<file path="config.mk">
export PLATFORM = sky130hd
export DESIGN_NAME = systolic_mac_pe
export DESIGN_NICKNAME = d
export VERILOG_FILES = /design/src/rtl/systolic_pkg.sv /design/src/rtl/systolic_mac_sat.sv /design/src/rtl/systolic_mac_pe.sv
export SDC_FILE = /design/constraint.sdc
export NUM_CORES = 1
export LEC_CHECK = 0
export ABC_AREA = 1
export BUFFER_PORTS_ARGS = -buffer_cell sky130_fd_sc_hd__buf_2
export CAP_MARGIN = 20
export CELL_PAD_IN_SITES_DETAIL_PLACEMENT = 0
export CELL_PAD_IN_SITES_GLOBAL_PLACEMENT = 1
export CORE_MARGIN = 2
export CORE_UTILIZATION = 30
export DETAILED_ROUTE_END_ITERATION = 8
export PLACE_DENSITY_LB_ADDON = 0.3
export SETUP_SLACK_MARGIN = 0.4
export SLEW_MARGIN = 20
export SYNTH_ARGS = -nofsm -noshare
export SYNTH_HDL_FRONTEND = slang
export SYNTH_SLANG_ARGS = --single-unit
</file>
<file path="constraint.sdc">
create_clock -name clk -period 2.9 [get_ports clk]
set_input_delay 0.145 -clock clk [delete_from_list [all_inputs] [get_ports clk]]
set_output_delay 0.145 -clock clk [all_outputs]
set_load 0.01 [all_outputs]
</file>
<file path="src/rtl/systolic_pkg.sv">
// Shared types and default widths for the systolic MAC processing element.
// Optional saturation is selected with SYSTOLIC_PE_SATURATE_EN.
package systolic_pkg;

    localparam int DEF_DATA_W = 8;
    localparam int DEF_ACC_W  = 24;

    typedef enum logic [1:0] {
        IDLE  = 2'd0,
        ACCUM = 2'd1,
        DRAIN = 2'd2
    } pe_state_t;

endpackage

</file>
<file path="src/rtl/systolic_mac_sat.sv">
// Combinational signed multiply-accumulate with overflow detection.
// SYSTOLIC_PE_SATURATE_EN selects clamping; otherwise the sum wraps.
module systolic_mac_sat
    import systolic_pkg::*;
#(
    parameter int DATA_W = DEF_DATA_W,
    parameter int ACC_W  = DEF_ACC_W
) (
    input  logic [ACC_W-1:0]  acc,
    input  logic [DATA_W-1:0] a,
    input  logic [DATA_W-1:0] b,
    output logic [ACC_W-1:0]  sum,
    output logic              ovf
);

    localparam int PW = 2 * DATA_W;

    logic signed [PW-1:0]    prod;
    logic signed [ACC_W-1:0] prod_x;

    assign prod   = PW'($signed(a)) * PW'($signed(b));
    assign prod_x = ACC_W'(prod);

`ifdef SYSTOLIC_PE_SATURATE_EN
    // One guard bit: a mismatch with the sign bit means the true sum left range.
    logic signed [ACC_W:0] wide;

    assign wide = (ACC_W+1)'($signed(acc)) + (ACC_W+1)'(prod_x);

    always_comb begin
        sum = wide[ACC_W-1:0];
        ovf = wide[ACC_W] ^ wide[ACC_W-1];
        if (ovf) begin
            if (wide[ACC_W]) begin
                sum = {1'b1, {(ACC_W-1){1'b0}}};
            end else begin
                sum = {1'b0, {(ACC_W-1){1'b1}}};
            end
        end
    end
`else
    assign sum = acc + prod_x;
    assign ovf = 1'b0;
`endif

endmodule

</file>
<file path="src/rtl/systolic_mac_pe.sv">
// Systolic array PE: operand forwarding, local MAC, daisy-chained drain.
// SYSTOLIC_PE_SATURATE_EN enables clamping and the sticky ovf flag.
module systolic_mac_pe
    import systolic_pkg::*;
#(
    parameter int DATA_W = DEF_DATA_W,
    parameter int ACC_W  = DEF_ACC_W
) (
    input  logic              clk,
    input  logic              rst_n,
    input  logic              ena,
    input  logic [DATA_W-1:0] a_in,
    input  logic              a_vld_in,
    output logic [DATA_W-1:0] a_out,
    output logic              a_vld_out,
    input  logic [DATA_W-1:0] b_in,
    input  logic              b_vld_in,
    output logic [DATA_W-1:0] b_out,
    output logic              b_vld_out,
    input  logic              clr,
    input  logic              drain,
    input  logic [ACC_W-1:0]  d_in,
    input  logic              d_vld_in,
    output logic [ACC_W-1:0]  d_out,
    output logic              d_vld_out,
    output logic              busy,
    output logic              ovf
);

    pe_state_t        state_q;
    pe_state_t        state_d;
    logic [ACC_W-1:0] acc_q;
    logic [ACC_W-1:0] acc_d;
    logic [ACC_W-1:0] sum;
    logic [ACC_W-1:0] d_out_d;
    logic             d_vld_d;
    logic             ovf_q;
    logic             ovf_d;
    logic             mac;
    logic             mac_ovf;

    systolic_mac_sat #(
        .DATA_W (DATA_W),
        .ACC_W  (ACC_W)
    ) u_mac (
        .acc (acc_q),
        .a   (a_in),
        .b   (b_in),
        .sum (sum),
        .ovf (mac_ovf)
    );

    assign mac  = a_vld_in & b_vld_in;
    assign busy = (state_q != IDLE);
    assign ovf  = ovf_q;

    always_ff @(posedge clk or negedge rst_n) begin
        if (!rst_n) begin
            a_out     <= '0;
            a_vld_out <= 1'b0;
            b_out     <= '0;
            b_vld_out <= 1'b0;
        end else if (ena) begin
            a_out     <= a_in;
            a_vld_out <= a_vld_in;
            b_out     <= b_in;
            b_vld_out <= b_vld_in;
        end
    end

    always_ff @(posedge clk or negedge rst_n) begin
        if (!rst_n) begin
            state_q   <= IDLE;
            acc_q     <= '0;
            ovf_q     <= 1'b0;
            d_out     <= '0;
            d_vld_out <= 1'b0;
        end else if (ena) begin
            state_q   <= state_d;
            acc_q     <= acc_d;
            ovf_q     <= ovf_d;
            d_out     <= d_out_d;
            d_vld_out <= d_vld_d;
        end
    end

    always_comb begin
        state_d = state_q;
        acc_d   = acc_q;
        ovf_d   = ovf_q;
        d_out_d = d_out;
        d_vld_d = 1'b0;
        if (clr) begin
            state_d = IDLE;
            acc_d   = '0;
            ovf_d   = 1'b0;
        end else begin
            unique case (state_q)
                IDLE, ACCUM: begin
                    if (mac) begin
                        acc_d   = sum;
                        ovf_d   = ovf_q | mac_ovf;
                        state_d = ACCUM;
                    end
                    // The drained value includes a MAC landing this cycle.
                    if (drain) begin
                        d_out_d = acc_d;
                        d_vld_d = 1'b1;
                        acc_d   = '0;
                        state_d = DRAIN;
                    end
                end
                DRAIN: begin
                    d_vld_d = d_vld_in;
                    if (d_vld_in) begin
                        d_out_d = d_in;
                    end else begin
                        state_d = IDLE;
                    end
                end
                default: begin
                    state_d = IDLE;
                end
            endcase
        end
    end

endmodule

</file>
# Yosys cells after proc, flatten, opt, wreduce, memory -nomap -nowiden
# Cells that the tools add are included.
[totals]
register_bits = 69
out_inout_bits = 45
word_cells = 41
[classes]
add_sub_neg = 1
mul = 1
eq_ne = 6
n_mux = 15
n_bitwise = 2
reduce_logical = 8
[ops]
columns = ["cell", "n"]
rows = [
  ["24-bit two-way mux", 6],
  ["24-bit case mux with 2 select lines", 1],
  ["24-bit adder", 1],
  ["8-bit by 8-bit multiplier with 16-bit output", 1],
  ["2-bit two-way mux", 4],
  ["2-bit nonzero test", 3],
  ["5-bit AND reduction", 1],
  ["2-bit != test (second input constant)", 2],
  ["4-bit != test (second input constant)", 1],
  ["2-bit case mux with 2 select lines", 1],
  ["3-bit != test (second input constant)", 1],
  ["3-bit AND reduction", 1],
  ["2-bit by 1-bit == test with 1-bit output (second input constant)", 1],
  ["2-bit == test (second input constant)", 1],
  ["2-bit logical NOT", 1],
  ["1-bit two-way mux", 2],
  ["1-bit case mux with 2 select lines", 1],
  ["2-bit AND reduction", 1],
  ["2-bit OR reduction", 1],
  ["1-bit bitwise AND", 1],
  ["1-bit NOT", 1],
]

# Depth between registers and ports, before layout
[depth]
ltp_word = 6
mapped_depth = 36
mapped_depth_nobuf = 35

# By module
# Synthesis repeated with hierarchy kept, for this count alone.
[unflattened]
hier_cells = 1114
area_unflattened_um2 = 7637.3
[by_module_without_submodules]
columns = ["mod", "instances", "cells_each", "area_per_inst_um2", "seq_area_each_um2"]
rows = [
  ["systolic_mac_sat", 1, 639, 4166.5, 0.0],
  ["systolic_mac_pe", 1, 475, 3470.8, 1751.7],
]

# Worst setup path after synthesis
# OpenSTA, ideal clock, no wires.
[synth_timing]
kind = "input to register"
start = "in a_in[0]"
end = "reg d_out[23]"
setup_time_ns = 0.116
arrival_time_ns = 5.216
required_time_ns = 2.784
slack_ns = -2.433
path_stages = 31
path_cell_list = "clkbuf_1 > or2_2 > fa_1 > fa_1 > inv_1 > fa_1 > inv_1 > fa_1 > inv_1 > ha_1 > a21oi_1 > nand2_1 > nand4_1 > o211ai_1 > nand2_1 > nand2_1 > a21oi_1 > xnor2_1 > ha_1 > nand2_2 > nor2_2 > nand2_1 > nor2_1 > nand2_1 > nand3_1 > nand3b_1 > nand3_1 > nand2_1 > nand3_1 > nand2_1 > nand2_1"
[synth_via]
elab_chain_cells = 5
[synth_rtl]
columns = ["element", "line", "text"]
rows = [
  ["from (decl)", "systolic_mac_pe.sv:12", "input logic [DATA_W-1:0] a_in,"],
  ["8-bit by 8-bit multiplier with 16-bit output", "systolic_mac_sat.sv:21", "assign prod = PW'($signed(a)) * PW'($signed(b));"],
  ["24-bit adder", "systolic_mac_sat.sv:42", "assign sum = acc + prod_x;"],
  ["24-bit two-way mux", "systolic_mac_pe.sv:100", "if (mac) begin"],
  ["24-bit two-way mux", "systolic_mac_pe.sv:106", "if (drain) begin"],
  ["24-bit case mux with 2 select lines", "systolic_mac_pe.sv:98", "unique case (state_q)"],
  ["to (signal assigned)", "systolic_mac_pe.sv:82", "d_out <= d_out_d;"],
  ["to (decl)", "systolic_mac_pe.sv:24", "output logic [ACC_W-1:0] d_out,"],
]
# No other way between the ends. The select of a mux whose other input is x is not followed.
# A chain may end at the register's enable or synchronous reset.

# Worst setup path after layout
[layout_timing]
start = "in b_in[7]"
end = "reg d_out[23]"
[layout_via]
elab_chain_cells = 5
[layout_rtl]
columns = ["element", "line", "text"]
rows = [
  ["from (decl)", "systolic_mac_pe.sv:16", "input logic [DATA_W-1:0] b_in,"],
  ["8-bit by 8-bit multiplier with 16-bit output", "systolic_mac_sat.sv:21", ""],
  ["24-bit adder", "systolic_mac_sat.sv:42", ""],
  ["24-bit two-way mux", "systolic_mac_pe.sv:100", ""],
  ["24-bit two-way mux", "systolic_mac_pe.sv:106", ""],
  ["24-bit case mux with 2 select lines", "systolic_mac_pe.sv:98", ""],
]
# No other way between the ends. The select of a mux whose other input is x is not followed.

==> implementation parameters <==
Parameter                              Value

Cells and area
  Share of layout cells above drive strength 1 ... 37.7%
  Layout net count ... 1,392
  Layout filler cell count ... between 2,000 and 2,500
  Area of all placed cells without fillers ... around 11,000 um2
  Area Overhead vs Synth ... 47.8%
  Share of the core filled with cells ... 45.4%
  Antenna diode count ... 0
  Final Instance Count excl. Fillers ... around 1,600

Timing
  Setup TNS ... -69.79 ns
  Worst Setup Slack, final ... -2.19 ns
  Final critical-path share of the clock period ... 175%
  Setup-failing EPs final ... 40
  Achievable clock frequency ... between 150 and 200 MHz
  Hold violation total from the final report ... 0
  Post-Route Skew ... between 0.009 and 0.01 ns
  Min Clock Period, post-route ... 5.09 ns
  Setup repair after global routing missed its margin ... true
  Final max-slew violation count ... 0
  Slew Limit Headroom ... 37.8%
  Transition time at the pin with the least slew margin ... between 0.9 and 1 ns

CTS
  Buffer cell driving the clock tree root ... sky130_fd_sc_hd__clkbuf_16
  CTS tree ... done
  Deepest level of the CTS H-tree ... 3
  Clock buffers created by TritonCTS ... 9
  Number of sinks on the clock net ... between 60 and 70
  Clock input transition at the sequential cells of the worst setup and hold paths ... around 0.06 ns
  Maximum root-to-sink buffer count ... 2
  Source-to-sink clock delay at the later pin of the worst-skew pair ... between 0.3 and 0.4 ns

Global routing
  Vias in the first global route ... about 7,300
  Wire length of the first global-routing pass ... around 37,000 um
  Total GRT Usage ... 17.8%
  Antenna violations before repair ... 0
  Largest net degree at the start of global routing ... 70
  Global-route congestion overflow total ... 0

Floorplanning
  Initial standard-cell utilization of the core ... a little under a third
  Die height ... approximately 160 um
  Total core area ... 23,500 um2
  Total number of placement rows ... between 50 and 60
  Number of top-level pins ... 93
  Die Footprint ... roughly 25,000 um2
  Die X-Extent ... about 160 um

Drt
  Routed wire length ... between 20,000 and 25,000 um
  Initial drt markers ... roughly 240
  Routed len/inst ... roughly 14 um
  Via density per instance ... about 4.5
  Post-detailed-route count of antenna-violating nets ... 0
  Via count ... between 6,000 and 7,000
  Iteration count of the initial detailed-routing pass ... 7
  Post-detailed-route DRC marker count ... 0

Setup path
  Worst Setup Start Kind ... primary input
  Slowest stage cell on the critical path ... sky130_fd_sc_hd__fa_1
  Internal reg-to-reg setup slack ... about 0.57 ns
  Required time at the endpoint of the critical path ... around 3.1 ns
  Most used cell, CP ... sky130_fd_sc_hd__nand2_1
  Worst-case reg-to-reg path depth ... 17
  Kind of end point of the critical path ... flip-flop
  Category of the most critical setup path ... in2reg
  Largest incremental delay on the critical path ... ~0.52 ns
  Arrival @ worst endpoint ... about 5.3 ns
  Source of the worst register-to-register timing path ... acc_q[0]
  Largest fanout on the critical path ... 5
  FF-to-FF End ... d_out[10]

Synthesis
  Parity-gate share of the synthesized area counting xor and xnor cells ... 2.78%
  Count of flip-flops with a built-in enable after synthesis ... 0
  Synthesized-area fraction occupied by and/or/nand/nor cells ... between 20% and 30%
  Leading register cell type out of synthesis ... sky130_fd_sc_hd__dfrtp_1
  Area fraction in compound gates after synthesis ... roughly 9.9%
  Cell variety after synth ... 42
  Post-synthesis instance area ... ~7200 um2
  Asr flop ratio synth ... 100%
  Multiplexer share of the synthesized area ... less than 1%
  Mean instance size in the synthesized netlist ... approximately 7.0 um2
  Dominant combinational cell family by area after synthesis ... simple AND/OR/NAND/NOR gates
  Yosys warning count ... 0
  Synth Area in Adders ... 24.7%
  Sequential-to-total area share from yosys stat ... 23.9%
  Synthesized Nets ... approximately 1,200
  Instance count of the mapped netlist ... 1,026
  Post-synthesis sequential element count ... 69

Placed design
  Port Buffers ... 91
  Number of placed instances with taps included ... about 1,500
  Worst setup slack before clock tree synthesis ... -2.75 ns
  Area of placed instances ... between 9000 and 10,000 um2
  Final Wtd Congestion ... approximately 0.81
  HPWL after detailed placement ... between 15,000 and 20,000 um

Worst hold path
  Hold Crit Endpoint ... b_vld_out
  Number of cells traversed by the worst hold path ... 3
  HP Start ... b_vld_in
  Worst hold-check path type ... in2reg

Pwr
  Total power per unit cell area ... 1410 nW/um2
  Maximum ir drop on the vdd rail ... between 0.7 and 0.8 mV
  Pleak ... ~0.0057 uW

Job
  Max_cap viols ... 0

Status
  Violations in the final reports ... setup timing
  Status ... finished with violations
synthesized netlist by cell type, types with 4 or more instances:
| cell type | instances | area (um2) |
|---|---|---|
| sky130_fd_sc_hd__o211ai_1 | 7 | 52.6 |
| sky130_fd_sc_hd__nand2_1 | 333 | 1250 |
| sky130_fd_sc_hd__xor2_1 | 13 | 114 |
| sky130_fd_sc_hd__dfrtp_1 | 69 | 1730 |
| sky130_fd_sc_hd__fa_1 | 56 | 1120 |
| sky130_fd_sc_hd__clkbuf_1 | 27 | 101 |
| sky130_fd_sc_hd__nand4_1 | 7 | 43.8 |
| sky130_fd_sc_hd__ha_1 | 53 | 663 |
| sky130_fd_sc_hd__o21ai_0 | 27 | 135 |
| sky130_fd_sc_hd__inv_2 | 6 | 22.5 |
| sky130_fd_sc_hd__nor2_1 | 52 | 195 |
| sky130_fd_sc_hd__o22ai_1 | 6 | 37.5 |
| sky130_fd_sc_hd__nand3_1 | 43 | 215 |
| sky130_fd_sc_hd__xnor2_1 | 10 | 87.6 |
| sky130_fd_sc_hd__nor3_2 | 4 | 40.0 |
| sky130_fd_sc_hd__o21ai_1 | 30 | 150 |
| sky130_fd_sc_hd__buf_2 | 4 | 20.0 |
| sky130_fd_sc_hd__inv_1 | 195 | 732 |
| sky130_fd_sc_hd__nand2_2 | 5 | 31.3 |
| sky130_fd_sc_hd__a21oi_1 | 41 | 205 |
| sky130_fd_sc_hd__a21o_1 | 4 | 30.0 |
metrics by stage:
step | total power (uW) | hold slack, ns
CTS | 14200 | 0.0237
global placement | 10900 | 0.335
floorplan | 7350 | -0.151
detailed placement | 10900 | 0.335
finish | 15100 | 0.0317
global route | 16400 | 0.0460
where the power goes:
group	total (uW)	internal, uW	switching, uW
logic	12600	6070	6550
registers	1310	1160	149
clock network	1190	753	433
worst max-delay path: cells and delay by family:
family / cells / cell delay (ns)
adder cells (fa/ha/maj): 6 / 2.49
buffers and inverters: 6 / 0.41
AND/OR/NAND/NOR: 17 / 1.80
XOR/XNOR: 1 / 0.28
AO/OA/AOI/OAI: 2 / 0.19
sequential cells by signal (all words and copies together) (netlist names):
signal     count
acc_q         24
d_out         24
a_out          8
b_out          8
state_q        2
a_vld_out      1
b_vld_out      1
d_vld_out      1
cells in the final DEF, fill, tap and decap left out, types with 11 or more instances in the layout:
master,synthesis,layout
sky130_fd_sc_hd__o21ai_0,27,17
sky130_fd_sc_hd__a21oi_2,2,20
sky130_fd_sc_hd__nor2_2,3,11
sky130_fd_sc_hd__ha_4,0,32
sky130_fd_sc_hd__nor2_4,1,12
sky130_fd_sc_hd__buf_6,1,27
sky130_fd_sc_hd__dfrtp_1,69,69
sky130_fd_sc_hd__inv_2,6,29
sky130_fd_sc_hd__inv_1,195,170
sky130_fd_sc_hd__buf_2,4,77
sky130_fd_sc_hd__buf_4,1,119
sky130_fd_sc_hd__a21oi_1,41,17
sky130_fd_sc_hd__o21ai_2,1,11
sky130_fd_sc_hd__nand3_1,43,29
sky130_fd_sc_hd__nand3_2,3,14
sky130_fd_sc_hd__nor2_1,52,33
sky130_fd_sc_hd__o21ai_1,30,28
sky130_fd_sc_hd__nand2_1,333,284
sky130_fd_sc_hd__ha_1,53,19
sky130_fd_sc_hd__nand2_2,5,37
sky130_fd_sc_hd__fa_1,56,53
sky130_fd_sc_hd__nand2_4,0,17
repair_timing:
item,4_1_cts,5_1_grt
hold buffers,2,0
endpoints found under the setup margin,42,42
hold endpoints to repair,44,0
setup buffers,16,6
cloned,1,0
resized for setup,125,83
pin swaps,59,77
worst max path at each step:
| stage | endpoint | startpoint | slack (ns) |
|---|---|---|---|
| 4_1_cts | d_out[23] | b_in[7] | -2.16 |
| 5_1_grt | d_out[22] | b_in[7] | -2.47 |
| 3_3_place_gp | d_out[23] | b_in[7] | -2.72 |
| 3_5_place_dp | d_out[23] | b_in[7] | -2.75 |
| 6_report | d_out[23] | b_in[7] | -2.19 |
| 2_1_floorplan | d_out[23] | a_in[7] | -2.03 |
per-layer routing:
layer,global-route usage (%),vias up,share of wire (%)
li1,-,3548,-
met1,25.4,3318,50
met2,28.7,112,45
met3,2.94,15,4.1
met4,3.43,0,0.84
met5,0,-,0
cell type report:
class | count | area, um2 | share of cell area, %
multi-input cells | 721 | 5790 | 54.1
flip-flops and latches | 69 | 1730 | 16.1
repair buffers | 231 | 1690 | 15.8
inverters | 203 | 769 | 7.20
well taps | 319 | 399 | 3.73
clock buffers | 10 | 229 | 2.14
clock inverters | 6 | 87.6 | 0.819
cell families (layout without fill, tap and decap cells):
logic type | count (synthesis) | after routing
AO/OA/AOI/OAI | 128 | 128
XOR/XNOR | 23 | 23
adder cells (fa/ha/maj) | 109 | 109
buffers and inverters | 237 | 450
flip-flops | 69 | 69
multiplexers | 1 | 1
other | 1 | 1
AND/OR/NAND/NOR | 458 | 459
Note: power is estimated with default switching activity, not from simulation.
